$ cat config.mk
export PLATFORM = sky130hd
export DESIGN_NAME = control_sequencer_flat
export DESIGN_NICKNAME = d
export VERILOG_FILES = /design/src/rtl/control_sequencer_if.sv /design/src/rtl/control_sequencer.sv /design/src/flat_wrapper.sv
export SDC_FILE = /design/constraint.sdc
export NUM_CORES = 1
export LEC_CHECK = 0
export CORE_MARGIN = 2
export CORE_UTILIZATION = 45
export CTS_CLUSTER_DIAMETER = 120
export DETAILED_ROUTE_END_ITERATION = 12
export GPL_TIMING_DRIVEN = 0
export MAX_ROUTING_LAYER = met4
export PLACE_DENSITY = 0.91
export SYNTH_ARGS = -nofsm -noshare
export SYNTH_HDL_FRONTEND = slang
export SYNTH_SLANG_ARGS = --single-unit
$ cat constraint.sdc
create_clock -name clk -period 4.1 [get_ports clk]
set_clock_uncertainty 0.05 [all_clocks]
set_input_delay 0.82 -clock clk [delete_from_list [all_inputs] [get_ports clk]]
set_output_delay 0.82 -clock clk [all_outputs]
set_load 0.02 [all_outputs]
$ cat src/rtl/control_sequencer_if.sv
// Program-memory fetch handshake between the instruction memory and the sequencer.
interface control_sequencer_if #(
   parameter int WORD_W = 16
);
   logic [WORD_W-1:0] mem_rdata;
   logic              mem_ready;

   modport master (output mem_rdata, output mem_ready);
   modport slave  (input  mem_rdata, input  mem_ready);
endinterface

$ cat src/rtl/control_sequencer.sv
// Upstream control stage: fetch/exec1/exec2 FSM, instruction register,
// condition flags fed from the accumulator, and a retired-instruction counter.
module control_sequencer #(
   parameter int WORD_W = 16
) (
   input  logic              clk,
   input  logic              rst_n,
   control_sequencer_if.slave mem_if,
   input  logic              run_i,
   input  logic [WORD_W-1:0] acc_i,
   input  logic              acc_load_i,
   output logic [2:0]        state_o,
   output logic [3:0]        inst_o,
   output logic [11:0]       operand_o,
   output logic              eq_bar_o,
   output logic              mi_o,
   output logic              skip_o,
   output logic              halted_o,
   output logic [15:0]       retired_o
);

   localparam logic [3:0] OP_LDA = 4'b0000;
   localparam logic [3:0] OP_ADD = 4'b0010;
   localparam logic [3:0] OP_SUB = 4'b0011;
   localparam logic [3:0] OP_STP = 4'b0111;

   typedef enum logic [2:0] {
      S_IDLE  = 3'd0,
      S_FETCH = 3'd1,
      S_EXEC1 = 3'd2,
      S_EXEC2 = 3'd3,
      S_HALT  = 3'd4
   } state_e;

   state_e            state_q, state_d;
   logic [WORD_W-1:0] ir_q, ir_d;
   logic [15:0]       retired_q, retired_d;
   logic              eq_bar_q, mi_q, flag_pending_q;
   logic              fetch_done, retire;
   logic [3:0]        opcode;

   assign opcode     = ir_q[WORD_W-1 -: 4];
   assign fetch_done = (state_q == S_FETCH) && mem_if.mem_ready;

   // State register
   always_ff @(posedge clk or negedge rst_n) begin
      if (!rst_n) state_q <= S_IDLE;
      else        state_q <= state_d;
   end

   // Next-state logic; run only matters in IDLE and HALT, so an instruction always completes
   always_comb begin
      state_d = state_q;
      retire  = 1'b0;
      case (state_q)
         S_IDLE:  if (run_i) state_d = S_FETCH;
         S_FETCH: if (mem_if.mem_ready) state_d = S_EXEC1;
         S_EXEC1: begin
            retire = 1'b1;
            if (opcode == OP_LDA || opcode == OP_ADD || opcode == OP_SUB) begin
               state_d = S_EXEC2;
               retire  = 1'b0;
            end else if (opcode == OP_STP) begin
               state_d = S_HALT;
            end else begin
               state_d = S_FETCH;
            end
         end
         S_EXEC2: begin
            state_d = S_FETCH;
            retire  = 1'b1;
         end
         S_HALT:  if (!run_i) state_d = S_IDLE;
         default: state_d = S_IDLE;
      endcase
   end

   // Decoder-facing outputs decoded from the current state
   always_comb begin
      state_o  = 3'b000;
      halted_o = 1'b0;
      case (state_q)
         S_FETCH: state_o  = 3'b001;
         S_EXEC1: state_o  = 3'b010;
         S_EXEC2: state_o  = 3'b100;
         S_HALT:  halted_o = 1'b1;
         default: state_o  = 3'b000;
      endcase
      skip_o = fetch_done;
   end

   assign ir_d      = fetch_done ? mem_if.mem_rdata : ir_q;
   assign retired_d = retired_q + 16'd1;

   // Instruction register: loads only on a completed fetch
   always_ff @(posedge clk or negedge rst_n) begin
      if (!rst_n) ir_q <= '0;
      else        ir_q <= ir_d;
   end

   // Retired counter: written only on completion so it wraps naturally at 0xFFFF
   always_ff @(posedge clk or negedge rst_n) begin
      if (!rst_n)      retired_q <= '0;
      else if (retire) retired_q <= retired_d;
   end

   // Flags trail an accumulator load by one edge, when the new acc value is stable;
   // a load coinciding with a capture re-arms the pending bit for the newer value
   always_ff @(posedge clk or negedge rst_n) begin
      if (!rst_n) begin
         flag_pending_q <= 1'b0;
         eq_bar_q       <= 1'b0;
         mi_q           <= 1'b0;
      end else begin
         flag_pending_q <= acc_load_i;
         if (flag_pending_q) begin
            eq_bar_q <= |acc_i;
            mi_q     <= acc_i[WORD_W-1];
         end
      end
   end

   assign inst_o    = opcode;
   assign operand_o = ir_q[11:0];
   assign eq_bar_o  = eq_bar_q;
   assign mi_o      = mi_q;
   assign retired_o = retired_q;

endmodule

$ cat src/flat_wrapper.sv
// flat-port wrapper written by rule: the top's interface ports become plain ports
module control_sequencer_flat 
#(
   parameter int WORD_W = 16
)
  (clk, rst_n, run_i, acc_i, acc_load_i, state_o, inst_o, operand_o, eq_bar_o, mi_o, skip_o, halted_o, retired_o, mem_if_mem_rdata, mem_if_mem_ready);
  control_sequencer_if #(.WORD_W(WORD_W)) mem_if_i ();
  input  logic clk;
  input  logic rst_n;
  input  logic run_i;
  input  logic [WORD_W-1:0] acc_i;
  input  logic acc_load_i;
  output logic [2:0] state_o;
  output logic [3:0] inst_o;
  output logic [11:0] operand_o;
  output logic eq_bar_o;
  output logic mi_o;
  output logic skip_o;
  output logic halted_o;
  output logic [15:0] retired_o;
  input wire logic [$bits(mem_if_i.mem_rdata)-1:0] mem_if_mem_rdata;
  input wire logic [$bits(mem_if_i.mem_ready)-1:0] mem_if_mem_ready;
  assign mem_if_i.mem_rdata = mem_if_mem_rdata;
  assign mem_if_i.mem_ready = mem_if_mem_ready;
  control_sequencer #(.WORD_W(WORD_W)) u_core (.clk(clk), .rst_n(rst_n), .mem_if(mem_if_i), .run_i(run_i), .acc_i(acc_i), .acc_load_i(acc_load_i), .state_o(state_o), .inst_o(inst_o), .operand_o(operand_o), .eq_bar_o(eq_bar_o), .mi_o(mi_o), .skip_o(skip_o), .halted_o(halted_o), .retired_o(retired_o));
endmodule
# After elaboration in Yosys (flattened, before gate mapping)
# Index checks and enable logic that the tools add are counted.
[totals]
ff_bits = 38
inputBits = 37
[op_classes]
add_sub_neg = 1
eq_ne = 10
mux = 10
reduce_logical = 7
[op_table]
columns = ["operator", "n"]
rows = [
  ["$add A16 B1 Y16 const B", 1],
  ["$reduce_or A16 Y1", 1],
  ["$mux W3", 5],
  ["$pmux W3 S5", 1],
  ["$pmux W3 S3", 1],
  ["$eq A4 B2 Y1 const B", 2],
  ["$eq A3 B2 Y1 const B", 2],
  ["$ne A2 B2 Y1 const B", 3],
  ["$eq A4 B3 Y1 const B", 1],
  ["$logic_not A4 Y1", 1],
  ["$eq A3 B1 Y1 const B", 1],
  ["$eq A3 B3 Y1 const B", 1],
  ["$logic_not A3 Y1", 1],
  ["$reduce_and A3 Y1", 1],
  ["$logic_or A1 B1 Y1", 2],
  ["$mux W1", 2],
  ["$pmux W1 S2", 1],
  ["$logic_and A1 B1 Y1", 1],
]

# Depth between registers and ports, before layout
# Gate-level depths: netlist (run 1).
[depth]
word_depth = 5
ltp_mapped = 5

# Least setup slack after synthesis (run 1)
# No wires, ideal clock.
[synth_timing]
kind = "input -> output"
start = "in mem_if_mem_ready"
end = "out skip_o"
arrival_ns = 1.432
t_required_ns = 3.230
slack_ns = 1.798
path_stages = 3
cell_sequence = "nor4bb_1 -> buf_2 -> buf_6"
[synth_via]
elab_chain_cells = 1
[synth_lines]
columns = ["item", "line_no", "text"]
rows = [
  ["start, declared", "flat_wrapper.sv:22", "input wire logic [$bits(mem_if_i.mem_ready)-1:0] mem_if_mem_ready;"],
  ["$logic_and A1 B1 Y1", "control_sequencer.sv:43", "assign fetch_done = (state_q == S_FETCH) && mem_if.mem_ready;"],
  ["end, declared", "flat_wrapper.sv:18", "output logic skip_o;"],
]
# Every way passes these cells.

# Final worst setup path (run 1)
# Ends and elaborated chain as after synthesis.

==> results.md, run 1 <==
- FFs w/ async S/R, synth: 100%
- Mapped cell area: 1730 µm²
- CTS buffer count: 5
- Dpl cells: 261
- DR vias: about 1,300
- DRC viols: 0
- Max FO, Critical Path: 10
- Clock sinks: 38
- Psw: 571 µW
- CP Data Arrival Time: around 2600 ps
- Cell family with most CP delay: buffers and inverters
- Clk_lat worst skew: 290 ps
- Ys Warns: 0
- CTS tree: built
- GRT Util Overall: about a fifth
- Largest net degree at the start of global routing: 39
- Top_reg_cell synth: dfrtp_1
- Final wirelength: roughly 3.7 mm
- Distinct cell type count of the synthesized netlist: 35
- Post-DP HPWL: 2.81 mm
- Sw frac: between 30% and 40%
- Crit Path Class: input port to output pin
- LEAKAGE: about 1.1 nW
- PwrDens: roughly 600 nW/µm²
- Gate Count Post-Synth: 138
- I/O pin total: between 70 and 80
- Combinational power share: around half
- Setup Total Neg Slack: 0 ps
- Top cells by area, synth: dfrtp_1 55%, mux2_2 11%, xor2_1 5.1%
- Final period utilization: a little over four fifths
- Height of the die: around 66 µm
- Hold crit path type: flip-flop to flip-flop
- Layout cells sized above 1: 16.8%
- Internal: roughly 1.0 mW
- Die area: between 4000 and 5000 µm²
- Outcome: finished, final reports clean
- Final setup violation count: 0
- Synth top cells by count: 38 x dfrtp_1, 17 x mux2_2, 11 x nor2_1
- Synth top area share: approximately 55%
- Layout area overhead: 50.9%
- Critical path, cell by cell: clkdlybuf4s50_1 > nor4bb_1 > buf_2 > buf_6 > clkdlybuf4s50_1
- Hold-fix buffers, CTS: 0
- Cts repair resizes: 0
- Postcts setup bufs: 0
- Antenna violations before repair: 0
- Worst vdd ir: 0.418 mV
- Largest area contributor in the netlist: dfrtp_1
- Area occupied by multi-input gates: just over 700 µm²
- MaxCap Viol Count: 0
- Critical path's most frequent cell: clkdlybuf4s50_1
- Port-buffer cells: 75
- Buffers & Inverters on Critical Path: 4
- Slowest Stage Delay on Critical Path: 610 ps
- Count of final max-slew check failures: 0
- N_diodes: 0
- Fill cell total of the finished layout: roughly 280
- Routed len/inst: approximately 14 µm
- H-tree depth: 2
- Clock power share: around 15%
- Clock Tree Buf Depth: 2
- ANT nets after route: 0
- Layout Cells excl Fill: approximately 270
- # nets final: between 200 and 300
- Nature of the critical path endpoint: output pin
- Overall Power: between 1.5 and 2 mW
- Global-route wire length before repair: ~6.3 mm
- Total core area: between 3000 and 4000 µm²
- Startpoint Class: input port
- Avg Cell Area, Syn: about 13 µm²
- Initial Util: 47.0%
- Drt via density: 5.00
- Slew HR: between 40% and 50%
- Rows: 22
- Vias in the first global route: 1,428
- Final Hold Fails: 0
- CTS root buf: clkbuf_8
- Fmax: roughly 290 MHz
- Reg2reg setup slack: approximately 2400 ps
- 1st-iter DRT viols: 57
- RSZ-0062 raised after global routing: false
- Worst-margin pin slew: slightly above 800 ps
- Most numerous cell in the Yosys netlist: dfrtp_1
- Post-synth EDFFs: 0
- Min cycle time layout: 3480 ps
- Register Area: between 900 and 1000 µm²
- Clock-pin slew on the worst setup and hold paths: 60 ps
- Synthesized flop and latch total: 38
- Worst path required time: about 3200 ps
- Mapped Nets: ~180
- Placer's final routability congestion estimate: 0.741
- GRT overflow: 0
- Flop pwr share: between 30% and 40%
- Post-synthesis sequential area ratio: a little over half
- Crit-path slowest cell: clkdlybuf4s50_1
- Die Width: ~66 µm
- DR pass1 iterations: 4
## flip-flops by register name, indices dropped and copies added, names as in the netlist
signal and flops:
u_core.state_q 3, u_core.retired_o 16, u_core.mi_o 1, u_core.eq_bar_o 1, u_core.flag_pending_q 1, u_core.ir_q 16
## cells by family after synthesis
| group | synth area share (%) |
|---|---|
| fa+ha+maj | 0.722 |
| flops | 54.9 |
| xor+xnor | 7.58 |
| simple gates | 18.6 |
| mux | 11.9 |
| compound gates | 2.89 |
| buf+inv | 3.39 |
## layout by cell type (no fill, tap or decap), drive strengths merged, types with 2 or more instances in the layout
master | Yosys | final
nand2 | 6 | 6
nor2 | 13 | 13
mux2 | 18 | 18
o21ai | 2 | 2
inv | 4 | 4
buf | 5 | 6
nor3 | 7 | 7
nor3b | 2 | 2
nand3 | 2 | 2
xnor2 | 5 | 5
clkbuf | 0 | 7
nand2b | 2 | 2
xor2 | 10 | 10
dfrtp | 38 | 38
nor4 | 5 | 5
a21oi | 2 | 2
clkdlybuf4s50 | 0 | 74
and4b | 2 | 2
and3b | 3 | 3
nand4 | 2 | 2
## layer usage
| metal | global-route usage [%] | vias to the layer above | share of wire [%] |
|---|---|---|---|
| met5 | - | - | 0 |
| met4 | 6.89 | 0 | 1.5 |
| met3 | 5.79 | 6 | 5.9 |
| met2 | 33.7 | 50 | 50 |
| met1 | 23.0 | 644 | 43 |
| li1 | - | 639 | - |
## power by group through the flow
stage | logic (mW) | clock network, mW | registers (mW)
CTS | 0.776 | 0.245 | 0.584
global route | 0.815 | 0.261 | 0.602
detailed placement | 0.772 | 0 | 0.589
floorplan | 0.296 | 0 | 0.709
finish | 0.768 | 0.238 | 0.583
global placement | 0.760 | 0 | 0.580
## area by class of cell
class | instances | area share [%]
buffer | 5 | 1.67
clock buffer | 7 | 2.92
multi-input combinational | 91 | 27.7
tap | 48 | 2.30
timing repair buffer | 75 | 28.5
sequential | 38 | 36.4
inverter | 4 | 0.574
## through the flow
step	util [%]	instance area (µm²)	hold slack (ps)	setup slack (ps)
6_report	70.9	2620	419	618
5_1_grt	70.9	2620	446	545
4_1_cts	70.9	2620	420	627
3_5_place_dp	68.8	2540	407	638
3_3_place_gp	69.0	2540	407	633
2_1_floorplan	-	1730	454	1800
## final timing paths
kind / from / depth (start not counted) / endpoint
hold / removal: u_core.retired_o[15]$_DFFE_PN0P_ / 1 / u_core.retired_o[15]$_DFFE_PN0P_
max in group asynchronous: rst_n / 1 / u_core.retired_o[14]$_DFFE_PN0P_
hold reg to reg: u_core.retired_o[15]$_DFFE_PN0P_ / 1 / u_core.retired_o[15]$_DFFE_PN0P_
setup reg to reg: u_core.state_q[2]$_DFFE_PN0P_ / 5 / u_core.ir_q[12]$_DFFE_PN0P_
setup / recovery: mem_if_mem_ready / 5 / skip_o
min in group asynchronous: rst_n / 1 / u_core.ir_q[1]$_DFFE_PN0P_
Note: power is estimated with default switching activity, not from simulation.
==> run 2, diff against run 1 <==
--- a/config.mk
+++ b/config.mk
@@ -6,12 +6,12 @@
 export NUM_CORES = 1
 export LEC_CHECK = 0
 export CORE_MARGIN = 2
-export CORE_UTILIZATION = 45
+export CORE_UTILIZATION = 38
 export CTS_CLUSTER_DIAMETER = 120
 export DETAILED_ROUTE_END_ITERATION = 12
 export GPL_TIMING_DRIVEN = 0
 export MAX_ROUTING_LAYER = met4
-export PLACE_DENSITY = 0.91
+export PLACE_DENSITY = 0.82
 export SYNTH_ARGS = -nofsm -noshare
 export SYNTH_HDL_FRONTEND = slang
 export SYNTH_SLANG_ARGS = --single-unit
==> constraint.sdc (replaced) <==
create_clock -name clk -period 3.18 [get_ports clk]
set_clock_uncertainty 0.05 [all_clocks]
set_input_delay 0.636 -clock clk [delete_from_list [all_inputs] [get_ports clk]]
set_output_delay 0.636 -clock clk [all_outputs]
set_load 0.02 [all_outputs]
==> results.md, run 2 (synthesized netlist as in run 1, its figures left out) <==
- Outcome: finished, final reports clean
- CTS tree: built
- Largest net degree at the start of global routing: 39
- Register Area: 951 µm²
- Cts repair resizes: 0
- Die area: just over 5000 µm²
- Critical path's most frequent cell: clkdlybuf4s50_1
- Post-DP HPWL: 2.80 mm
- Min cycle time layout: approximately 3000 ps
- Final instance area: 2630 µm²
- CP Data Arrival Time: between 2000 and 2500 ps
- Rows: 24
- Slowest Stage Delay on Critical Path: between 600 and 700 ps
- H-tree depth: 2
- Die Width: about 72 µm
- Psw: approximately 730 µW
- Placer's final routability congestion estimate: ~0.74
- Flop pwr share: roughly 37%
- CTS root buf: clkbuf_8
- Clk_lat worst skew: 280 ps
- Final period utilization: a little over nine tenths
- I/O pin total: between 70 and 80
- GRT Util Overall: between 15 and 20%
- Final Hold Fails: 0
- Commonest cells after routing, fill and taps aside: 74 x clkdlybuf4s50_1, 38 x dfrtp_1, 17 x mux2_2
- RSZ-0062 raised after global routing: false
- Postcts setup bufs: 0
- Final setup violation count: 0
- Vias in the first global route: around 1,400
- Total core area: ~4400 µm²
- Nature of the critical path endpoint: output pin
- MaxCap Viol Count: 0
- Overall Power: 2.05 mW
- GRT overflow: 0
- Total stage count of the critical path: 5
- Hold crit path type: input port to async pin
- Height of the die: slightly above 70 µm
- Port-buffer cells: 75
- Crit Path Class: input port to output pin
- Placed cell area: ~2500 µm²
- Area occupied by multi-input gates: about 730 µm²
- ANT nets after route: 0
- Count of final max-slew check failures: 0
- Fmax: 326 MHz
- Critical path, cell by cell: clkdlybuf4s50_1 > nor4bb_2 > buf_4 > buf_6 > clkdlybuf4s50_1
- LEAKAGE: 1.11 nW
- 1st-iter DRT viols: 50
- Clock-pin slew on the worst setup and hold paths: ~70 ps
- Startpoint Class: input port
- Worst vdd ir: between 0.4 and 0.5 mV
- Drt via density: 4.85
- Fill cell total of the finished layout: about 400
- Internal: about 1.3 mW
- Routed len/inst: around 13 µm
- Layout cells sized above 1: 17.3%
- Combinational power share: between 40% and 50%
- Worst path required time: 2490 ps
- PwrDens: 778 nW/µm²
- Antenna violations before repair: 0
- Final wirelength: 3.65 mm
- Leading cell type in the layout, fill and taps excluded: clkdlybuf4s50_1
- Global-route wire length before repair: 6.18 mm
- Layout area overhead: 51.7%
- N_diodes: 0
- Initial Util: between 30% and 40%
- DR pass1 iterations: 4
- Cell family with most CP delay: buffers and inverters
- DR vias: 1,319
- Slew HR: 43.4%
- CTS buffer count: 5
- Hold-fix buffers, CTS: 0
- Worst-margin pin slew: between 800 and 900 ps
- Clock Tree Buf Depth: 2
- Max FO, Critical Path: 10
- Clock power share: between 10 and 15%
- Sw frac: roughly 36%
- Reg2reg path depth: 5
- # nets final: around 260
- DRC viols: 0
- Clock sinks: 38
- Crit-path slowest cell: clkdlybuf4s50_1
- Buffers & Inverters on Critical Path: 4
## run 2: metrics by stage
stage	worst slack (ps)	cells	hold WS, ps	util [%]	TNS [ps]
CTS	17.3	272	433	59.8	0
global placement	-14.6	265	408	58.1	-14.6
detailed placement	15.7	265	434	58.0	0
finish	112	272	407	60.0	0
floorplan	1250	138	290	-	0
global route	26.6	272	458	60.0	0
## run 2: final timing paths
kind | to | from | slack [ps]
min in group clk | u_core.retired_o[15]$_DFFE_PN0P_ | u_core.retired_o[15]$_DFFE_PN0P_ | 440
min reg2reg | u_core.retired_o[15]$_DFFE_PN0P_ | u_core.retired_o[15]$_DFFE_PN0P_ | 440
max | skip_o | mem_if_mem_ready | 110
max in group asynchronous | u_core.ir_q[12]$_DFFE_PN0P_ | rst_n | 2140
max reg2reg | u_core.ir_q[6]$_DFFE_PN0P_ | u_core.state_q[2]$_DFFE_PN0P_ | 1520
min | u_core.retired_o[0]$_DFFE_PN0P_ | rst_n | 410
## run 2: layout make-up
type / instances / share of cell area, %
repair buffers: 75 / 28.4
clock buffers: 7 / 2.90
flip-flops and latches: 38 / 36.2
inverters: 4 / 0.571
multi-input cells: 91 / 27.7
plain buffers: 5 / 1.76
well taps: 52 / 2.48
## run 2: metal layers
metal / up-vias / global-route usage, % / share of wire (%)
met4: 0 / 6.29 / 1.0
met2: 48 / 23.9 / 47
met1: 625 / 20.9 / 46
li1: 641 / - / -
met5: - / - / 0
met3: 5 / 4.78 / 6.1
## run 2: worst reg2reg max path, cell delays in order, from the launching register on
cell and delay (ps):
dfrtp_1 370, buf_6 130, nor4bb_2 260, buf_4 220
buf_6 160, mux2_2 340
## run 2: power groups by stage
| stage | sequential, mW | combinational (mW) | clock [mW] |
|---|---|---|---|
| 2_1_floorplan | 0.914 | 0.382 | 0 |
| 3_3_place_gp | 0.747 | 0.982 | 0 |
| 3_5_place_dp | 0.759 | 0.996 | 0 |
| 4_1_cts | 0.750 | 1.00 | 0.316 |
| 5_1_grt | 0.773 | 1.06 | 0.337 |
| 6_report | 0.748 | 0.993 | 0.305 |
